`src/rtl/mem_wb_stage_pkg.sv`:
```
// Shared definitions for the MEM/WB pipeline stage: data-memory store codes,
// load type codes, the stage register layout and the bubble value.
package mem_wb_stage_pkg;

    // Data-memory store codes used by the MEM stage.
    localparam logic [1:0] DM_SB = 2'd0;
    localparam logic [1:0] DM_SH = 2'd1;
    localparam logic [1:0] DM_SW = 2'd2;

    // Load type codes; 5-7 are reserved and behave as LD_LW.
    localparam logic [2:0] LD_LW  = 3'd0;
    localparam logic [2:0] LD_LH  = 3'd1;
    localparam logic [2:0] LD_LHU = 3'd2;
    localparam logic [2:0] LD_LB  = 3'd3;
    localparam logic [2:0] LD_LBU = 3'd4;

    typedef struct packed {
        logic        valid;
        logic [31:0] pc8;
        logic [31:0] aluout;
        logic [31:0] dmo;
        logic [2:0]  ldctr;
        logic        memtoreg;
        logic        regwrite;
        logic [4:0]  wa;
    } mem_wb_t;

    localparam mem_wb_t MEM_WB_BUBBLE = '{
        valid:    1'b0,
        pc8:      32'd0,
        aluout:   32'd0,
        dmo:      32'd0,
        ldctr:    LD_LW,
        memtoreg: 1'b0,
        regwrite: 1'b0,
        wa:       5'd0
    };

    // True when a load of this type cannot legally start at this byte offset.
    function automatic logic ld_misaligned(input logic [2:0] ldctr, input logic [1:0] addr);
        logic bad;
        bad = 1'b0;
        if (ldctr == LD_LW && addr != 2'b00) begin
            bad = 1'b1;
        end else if ((ldctr == LD_LH || ldctr == LD_LHU) && addr[0]) begin
            bad = 1'b1;
        end
        return bad;
    endfunction

endpackage

```
`src/rtl/mem_wb_stage_if.sv`:
```
// MEM -> WB bus: MEM-stage instruction fields in, write-back fields out.
// The adel signal exists only when MEM_WB_ALIGN_CHECK_EN is defined.
interface mem_wb_stage_if;
    import mem_wb_stage_pkg::*;

    logic        m_valid;
    logic [31:0] m_pc8;
    logic [31:0] m_aluout;
    logic [31:0] m_dmo;
    logic [2:0]  m_ldctr;
    logic        m_memtoreg;
    logic        m_regwrite;
    logic [4:0]  m_wa;

    logic        w_valid;
    logic [31:0] w_pc8;
    logic [4:0]  w_wa;
    logic        w_regwrite;
    logic [31:0] w_wd;
    logic [31:0] retired;
`ifdef MEM_WB_ALIGN_CHECK_EN
    logic        adel;

    modport master (
        output m_valid, m_pc8, m_aluout, m_dmo, m_ldctr, m_memtoreg, m_regwrite, m_wa,
        input  w_valid, w_pc8, w_wa, w_regwrite, w_wd, retired, adel
    );
    modport slave (
        input  m_valid, m_pc8, m_aluout, m_dmo, m_ldctr, m_memtoreg, m_regwrite, m_wa,
        output w_valid, w_pc8, w_wa, w_regwrite, w_wd, retired, adel
    );
`else
    modport master (
        output m_valid, m_pc8, m_aluout, m_dmo, m_ldctr, m_memtoreg, m_regwrite, m_wa,
        input  w_valid, w_pc8, w_wa, w_regwrite, w_wd, retired
    );
    modport slave (
        input  m_valid, m_pc8, m_aluout, m_dmo, m_ldctr, m_memtoreg, m_regwrite, m_wa,
        output w_valid, w_pc8, w_wa, w_regwrite, w_wd, retired
    );
`endif

endinterface

```
`src/rtl/mem_wb_stage_load_ext.sv`:
```
// Load extension: picks the byte/halfword addressed by addr out of the
// memory word and sign- or zero-extends it according to ldctr.
module load_ext
    import mem_wb_stage_pkg::*;
(
    input  logic [31:0] word,
    input  logic [1:0]  addr,
    input  logic [2:0]  ldctr,
    output logic [31:0] data
);

    logic [15:0] half_sel;
    logic [7:0]  byte_sel;

    // Lane select then extension; unused low address bits are ignored.
    always_comb begin
        half_sel = addr[1] ? word[31:16] : word[15:0];
        byte_sel = word[{addr, 3'b000} +: 8];
        case (ldctr)
            LD_LH:   data = {{16{half_sel[15]}}, half_sel};
            LD_LHU:  data = {16'd0, half_sel};
            LD_LB:   data = {{24{byte_sel[7]}}, byte_sel};
            LD_LBU:  data = {24'd0, byte_sel};
            default: data = word;
        endcase
    end

endmodule

```
`src/rtl/mem_wb_stage.sv`:
```
// MEM/WB pipeline register with write-back data formation and a retired
// instruction counter. Define MEM_WB_ALIGN_CHECK_EN to add the adel
// misaligned-load flag, which also suppresses the register write.
module mem_wb_stage
    import mem_wb_stage_pkg::*;
(
    input logic           clk,
    input logic           rst,
    input logic           stall,
    input logic           flush,
    mem_wb_stage_if.slave bus
);

    mem_wb_t     stage_d, stage_q;
    logic [31:0] retired_d, retired_q;
    logic [31:0] ld_data;
    logic        rw_base;

    // Next state: rst beats flush beats stall; retired counts valid captures.
    always_comb begin
        stage_d   = stage_q;
        retired_d = retired_q;
        if (rst) begin
            stage_d   = MEM_WB_BUBBLE;
            retired_d = 32'd0;
        end else if (flush) begin
            stage_d = MEM_WB_BUBBLE;
        end else if (!stall) begin
            stage_d.valid    = bus.m_valid;
            stage_d.pc8      = bus.m_pc8;
            stage_d.aluout   = bus.m_aluout;
            stage_d.dmo      = bus.m_dmo;
            stage_d.ldctr    = bus.m_ldctr;
            stage_d.memtoreg = bus.m_memtoreg;
            stage_d.regwrite = bus.m_regwrite;
            stage_d.wa       = bus.m_wa;
            if (bus.m_valid) begin
                retired_d = retired_q + 32'd1;
            end
        end
    end

    // Stage registers; reset is synchronous and folded into the next state.
    always_ff @(posedge clk) begin
        stage_q   <= stage_d;
        retired_q <= retired_d;
    end

    load_ext u_load_ext (
        .word  (stage_q.dmo),
        .addr  (stage_q.aluout[1:0]),
        .ldctr (stage_q.ldctr),
        .data  (ld_data)
    );

    // Write-back outputs straight from the registered fields.
    always_comb begin
        rw_base        = stage_q.regwrite & stage_q.valid & (stage_q.wa != 5'd0);
        bus.w_valid    = stage_q.valid;
        bus.w_pc8      = stage_q.pc8;
        bus.w_wa       = stage_q.wa;
        bus.w_wd       = stage_q.memtoreg ? ld_data : stage_q.aluout;
        bus.retired    = retired_q;
`ifdef MEM_WB_ALIGN_CHECK_EN
        bus.adel       = stage_q.valid & stage_q.memtoreg &
                         ld_misaligned(stage_q.ldctr, stage_q.aluout[1:0]);
        bus.w_regwrite = rw_base & ~bus.adel;
`else
        bus.w_regwrite = rw_base;
`endif
    end

endmodule

```
`src/flat_wrapper.sv`:
```
// flat-port wrapper written by rule: the top's interface ports become plain ports
module mem_wb_stage_flat import mem_wb_stage_pkg::*;
  (clk, rst, stall, flush, bus_m_valid, bus_m_pc8, bus_m_aluout, bus_m_dmo, bus_m_ldctr, bus_m_memtoreg, bus_m_regwrite, bus_m_wa, bus_w_valid, bus_w_pc8, bus_w_wa, bus_w_regwrite, bus_w_wd, bus_retired);
  mem_wb_stage_if bus_i ();
  input logic clk;
  input logic rst;
  input logic stall;
  input logic flush;
  input wire logic [$bits(bus_i.m_valid)-1:0] bus_m_valid;
  input wire logic [$bits(bus_i.m_pc8)-1:0] bus_m_pc8;
  input wire logic [$bits(bus_i.m_aluout)-1:0] bus_m_aluout;
  input wire logic [$bits(bus_i.m_dmo)-1:0] bus_m_dmo;
  input wire logic [$bits(bus_i.m_ldctr)-1:0] bus_m_ldctr;
  input wire logic [$bits(bus_i.m_memtoreg)-1:0] bus_m_memtoreg;
  input wire logic [$bits(bus_i.m_regwrite)-1:0] bus_m_regwrite;
  input wire logic [$bits(bus_i.m_wa)-1:0] bus_m_wa;
  output wire logic [$bits(bus_i.w_valid)-1:0] bus_w_valid;
  output wire logic [$bits(bus_i.w_pc8)-1:0] bus_w_pc8;
  output wire logic [$bits(bus_i.w_wa)-1:0] bus_w_wa;
  output wire logic [$bits(bus_i.w_regwrite)-1:0] bus_w_regwrite;
  output wire logic [$bits(bus_i.w_wd)-1:0] bus_w_wd;
  output wire logic [$bits(bus_i.retired)-1:0] bus_retired;
  assign bus_i.m_valid = bus_m_valid;
  assign bus_i.m_pc8 = bus_m_pc8;
  assign bus_i.m_aluout = bus_m_aluout;
  assign bus_i.m_dmo = bus_m_dmo;
  assign bus_i.m_ldctr = bus_m_ldctr;
  assign bus_i.m_memtoreg = bus_m_memtoreg;
  assign bus_i.m_regwrite = bus_m_regwrite;
  assign bus_i.m_wa = bus_m_wa;
  assign bus_w_valid = bus_i.w_valid;
  assign bus_w_pc8 = bus_i.w_pc8;
  assign bus_w_wa = bus_i.w_wa;
  assign bus_w_regwrite = bus_i.w_regwrite;
  assign bus_w_wd = bus_i.w_wd;
  assign bus_retired = bus_i.retired;
  mem_wb_stage u_core (.clk(clk), .rst(rst), .stall(stall), .flush(flush), .bus(bus_i));
endmodule
```
`config.mk`:
```
export PLATFORM = sky130hd
export DESIGN_NAME = mem_wb_stage_flat
export DESIGN_NICKNAME = d
export VERILOG_FILES = /design/src/rtl/mem_wb_stage_pkg.sv /design/src/rtl/mem_wb_stage_if.sv /design/src/rtl/mem_wb_stage_load_ext.sv /design/src/rtl/mem_wb_stage.sv /design/src/flat_wrapper.sv
export SDC_FILE = /design/constraint.sdc
export NUM_CORES = 1
export LEC_CHECK = 0
export BUFFER_PORTS_ARGS = -buffer_cell sky130_fd_sc_hd__buf_2
export CAP_MARGIN = 5
export CORE_UTILIZATION = 50
export CTS_BUF_LIST = sky130_fd_sc_hd__clkbuf_4 sky130_fd_sc_hd__clkbuf_8
export CTS_CLUSTER_SIZE = 8
export DETAILED_ROUTE_END_ITERATION = 8
export PLACE_DENSITY = 0.81
export SYNTH_ARGS = -nofsm -noshare
export SYNTH_HDL_FRONTEND = slang
export SYNTH_SLANG_ARGS = --single-unit
```
`constraint.sdc`:
```
create_clock -name clk -period 4.3 [get_ports clk]
set_input_delay 0.43 -clock clk [delete_from_list [all_inputs] [get_ports clk]]
set_output_delay 0.43 -clock clk [all_outputs]
set_load 0.005 [all_outputs]
```
Word-level counts from Yosys, hierarchy flattened. Index checks and enable logic that the tools add are counted.

Bits in registers: 139. Input bits: 111. Output and inout bits: 103. Word-level logic and storage cells: 25.

$add $sub $neg: 1. Equal/unequal tests: 4. Shift operators: 1. Multiplexer cells: 3. Bitwise logic cells: 4. Reductions and logical operators: 3.

Operators with widths (number): $pmux W32 S4 (1); $add A32 B1 Y32 const B (1); $mux W32 (1); $shiftx A32 B6 Y8 (1); $mux W16 (1); $eq A3 B2 Y1 const B (2); $reduce_bool A5 Y1 (1); $eq A3 B1 Y1 const B (1); $eq A3 B3 Y1 const B (1); $reduce_and A3 Y1 (1); $and A1 B1 Y1 (2); $not A1 Y1 (2); $reduce_or A2 Y1 (1).

Logic depth before layout (Yosys ltp).
Depth in word-level cells: 3. Gate-level depth with buffers: 6. Mapped depth without buffers: 5.

Hierarchy. A second synthesis with hierarchy kept.

Cells, all modules: 724. Area total of the unflattened synthesis: 6776.5 um^2.

Modules (own cells, without submodules): mem_wb_stage (times used 1, cells each 603, area an instance 5914.4 um^2); load_ext (times used 1, cells each 121, area an instance 862.1 um^2).

Least setup slack after synthesis. No wires, ideal clock.

Path kind: input to register. Start: input flush. End: register u_core.retired_q[29], in the netlist u_core.bus.retired[29]. Setup time: 121 ps. Arrival: 1944 ps. Slack: 2236 ps. Stages on the path: 5. Path through: nand4bb_1 > buf_2 > or4_1 > nor4_1 > mux2_2.

Word-level cells in the longest chain between the ends: 2.

RTL lines: start: declaration (line flat_wrapper.sv:8) `input logic flush;`; $not A1 Y1 (no source line); $reduce_and A3 Y1 (no source line); end signal: assignment (line mem_wb_stage.sv:46) `retired_q <= retired_d;`; end: declaration (line mem_wb_stage.sv:15) `logic [31:0] retired_d, retired_q;`.

No other way between the ends. A chain may end at the register's enable or synchronous reset.

Worst setup path after layout.
Start: register u_core.stage_q[43] (netlist name). End: output bus_w_wd[17].

Word-level cells in the longest chain between the ends: 3.

RTL lines: start: declaration (line mem_wb_stage.sv:14) `mem_wb_t stage_d, stage_q;`; start signal: assignment (line mem_wb_stage.sv:45) `stage_q <= stage_d;`; $shiftx A32 B6 Y8 or $mux W16 (tied branches) (line mem_wb_stage_load_ext.sv:18, mem_wb_stage_load_ext.sv:17); $pmux W32 S4 * (line mem_wb_stage_load_ext.sv:19) `case (ldctr)`; $mux W32 * (line mem_wb_stage.sv:62) `bus.w_wd = stage_q.memtoreg ? ld_data : stage_q.aluout;`; end: declaration (line flat_wrapper.sv:21) `output wire logic [$bits(bus_i.w_wd)-1:0] bus_w_wd;`.

Every way passes the cells marked *; elsewhere a longest branch is shown, timed or not.

==> run_results.csv <==
group,metric,value,unit
setup_path,slowest_stage,"o21ai_1",
global_routing,grt_pass1_vias,5602,
logic_synthesis,ys_ff_latch,139,
routing,vias_per_cell,5.557,
clock_tree,htreeDepth,4,
global_routing,grt_usage,0.2457,
logic_synthesis,syn_nets,871,
place,dpl_worst_slack,1.101,ns
logic_synthesis,yosysUniqueCellTypes,49,
logic_synthesis,yosysTopAreaCell,"dfxtp_1",
setup_path,critPathKind,"reg -> out",
routing,dr.pass1.iters,5,
global_routing,grt_max_degree,76,
routing,num_vias,6063,
clock_tree,clockBufferDepth,2,
global_routing,grt-busiest-layer,"met2",
power_and_ir_drop,power_per_cell_area,352.6,mW/mm^2
clock_tree,cts_resized,0,
setup_path,cp.arrival,3.23,ns
place,hpwl,11710,um
logic_synthesis,syn-cell-area,0.006653,mm^2
setup_path,critical_path.max_fanout,24,
clock_tree,cts_tree,"done",
clock_tree,ctsHoldBuffers,0,
die,die_h,117.4,um
logic_synthesis,synthCells,759,
die,die_x,117.4,um
die,core_area,0.01277,mm^2
logic_synthesis,syn_area_per_cell,8.765,um^2
die,fp-row-count,41,
flow_run,maxCapViolCount,0,
routing,wire_per_inst,15.50,um
timing,setup_violations,0,
routing,wirelength,16910,um
global_routing,overflow,0,
timing,relSlewSlack,0.1261,
clock_tree,cts_sinks,139,
logic_synthesis,ys_async_sr_fraction,0,
die,start_util,0.5208,
logic_synthesis,synth_edf_count,0,
routing,post-route-drc-count,0,
die,die-area,0.01377,mm^2
timing,fin_worst_skew,0.01002,ns
timing,period_needed,3.663,ns
place,portBuffers,213,
setup_path,critPathCaptureType,"output port",
global_routing,antenna_found_initial,1,
setup_path,crit_chain,"mux2i_1, a21oi_1, o21ai_1, a31oi_1, buf_2",
timing,fmax,0.2730,GHz
logic_synthesis,ys_seq_area_frac,0.4183,
logic_synthesis,ys_warn_count,0,
logic_synthesis,synth_top_area_frac,0.4183,
clock_tree,clkSlewWorstSetupHoldPaths,0.07,ns
cells_and_area,drive_gt1_frac,0.2941,
cells_and_area,layout.nets,1019,
routing,ant_nets,0,
clock_tree,clk_latency,0.43,ns
cells_and_area,synthToLayoutAreaGrowth,19.41,%
timing,worst_pin_slew,1.302,ns
global_routing,grt_first_pass_wirelength,27480,um
global_routing,grt.met2_usage,0.3824,
power_and_ir_drop,ir_drop,0.3761,mV
clock_tree,cts_root_buf,"clkbuf_8",
timing,timing.final.crit_share,0.8518,
logic_synthesis,yosys-top-cells-area,"dfxtp_1, mux2i_1, nor2_1",
global_routing,met1_usage,0.3202,
setup_path,required,3.87,ns
worst_hold_path,hold_class,"in -> reg",
clock_tree,cts_buffers,17,
timing,rsz0062_at_grt,"no",
timing,slew_violations,0,
die,ios,214,
global_routing,use_met3,0.05837,
timing,layout_setup_ws,0.6372,ns
setup_path,path_delay_family,"compound AO/OA/AOI/OAI gates",
clock_tree,cts_setup_buffers,0,
setup_path,path_buf_inv,1,
power_and_ir_drop,leakagePower,3.616,nW
routing,drtIter0Drc,402,
status,outcome,"finished clean",
setup_path,slowest_delay,1.02,ns
place,gp_congestion,0.8711,
logic_synthesis,ys.flop_type,"dfxtp_1",
timing,hold_violations,0,
timing,finalSetupTns,0,ns
setup_path,setup.worst_path.start_class,"flip-flop",
-- metrics by stage --
step	instance area (um^2)	hold slack (ns)	total power, mW	instances	util
after detailed placement	7500	0.4830	1.649	1060	0.5871
after global placement	7500	0.4680	1.644	1060	0.5871
after floorplan	6653	0.4638	1.550	759	-
after CTS	7941	0.1940	2.826	1090	0.6217
final	7944	0.2274	2.801	1091	0.6219
after global routing	7944	0.2003	2.921	1091	0.6219
-- flip-flops by register name, summed over array words and instances (netlist names) --
name / cells
u_core.bus.w_wa: 5
u_core.bus.w_valid: 1
u_core.stage_q: 69
u_core.bus.w_pc8: 32
u_core.bus.retired: 32
-- cell usage after synthesis (3+ instances only) --
master and instances:
nor2_1 153, dfxtp_1 139, mux2i_1 111, nand2_1 40, clkbuf_1 38, buf_4 37
a21oi_1 34, a31oi_1 23, o21ai_0 21, or4_1 15, mux2_2 13, o31ai_1 12
nand3_1 11, buf_1 10, inv_1 8, o21a_1 8, o221ai_1 8, or3_1 8
nand4_1 6, xnor2_1 6, xor2_1 6, a32oi_1 5, and4_1 5, buf_2 4
nor4_1 4, nor2b_1 3, nor3_1 3
-- cell usage in the layout, fill, tap and decap left out, drive strengths merged, types with 8 or more instances in the layout --
| cell | netlist | layout |
|---|---|---|
| nand2 | 40 | 40 |
| or4 | 16 | 16 |
| o21ai | 23 | 23 |
| a21oi | 34 | 34 |
| nand3 | 11 | 11 |
| o21a | 8 | 8 |
| mux2i | 111 | 111 |
| o221ai | 8 | 8 |
| dfxtp | 139 | 139 |
| inv | 8 | 8 |
| or3 | 8 | 8 |
| buf | 52 | 219 |
| o31ai | 12 | 12 |
| mux2 | 13 | 13 |
| a31oi | 23 | 23 |
| nor2 | 153 | 153 |
| clkbuf | 38 | 23 |
-- per-layer routing --
metal | routed length, um | share of wire
met5 | 0 | 0
met4 | 414 | 0.024
met3 | 1304 | 0.077
met2 | 7758 | 0.46
met1 | 7431 | 0.44
-- path summary, 6_finish.rpt --
kind                          from                endpoint  slack (ns)  cells past startpoint
min                bus_m_aluout[3]      u_core.stage_q[45]        0.23                      3
min reg2reg    u_core.bus.w_pc8[1]     u_core.bus.w_pc8[1]        0.50                      2
max reg2reg  u_core.bus.retired[2]  u_core.bus.retired[31]        2.03                      4
max             u_core.stage_q[43]            bus_w_wd[17]        0.64                      5
-- report_power, final --
group          internal [mW]  switching, mW  leakage, nW
registers               1.32         0.0301         1.13
logic                  0.133          0.138         2.26
clock network          0.700          0.480        0.225
total                   2.15          0.648         3.62
-- tightest hold or removal path, delay by kind of cell --
family	cells	cell delay (ns)
buf+inv	1	0.07
simple gates	1	0.07
mux	1	0.05
-- cell type report --
| type | instances | area (um^2) |
|---|---|---|
| inverter | 8 | 30.03 |
| fill | 1129 | 4830 |
| multi-input combinational | 522 | 3353 |
| antenna | 1 | 2.502 |
| tap | 172 | 215.2 |
| clock buffer | 23 | 304.0 |
| clock inverter | 7 | 137.6 |
| sequential | 139 | 2784 |
| timing repair buffer | 219 | 1117 |
-- cells by family (layout without fill, tap and decap cells) --
| logic type | Yosys count | after routing | share of synthesized area |
|---|---|---|---|
| AO/OA/AOI/OAI | 124 | 124 | 0.1177 |
| XOR/XNOR | 12 | 12 | 0.01580 |
| adder cells (fa/ha/maj) | 1 | 1 | 0.001880 |
| buffers and inverters | 98 | 257 | 0.07805 |
| flip-flops | 139 | 139 | 0.4183 |
| multiplexers | 124 | 124 | 0.1890 |
| other | 0 | 1 | 0 |
| AND/OR/NAND/NOR | 261 | 261 | 0.1792 |
No activity file was read; power rests on OpenSTA's default activity.
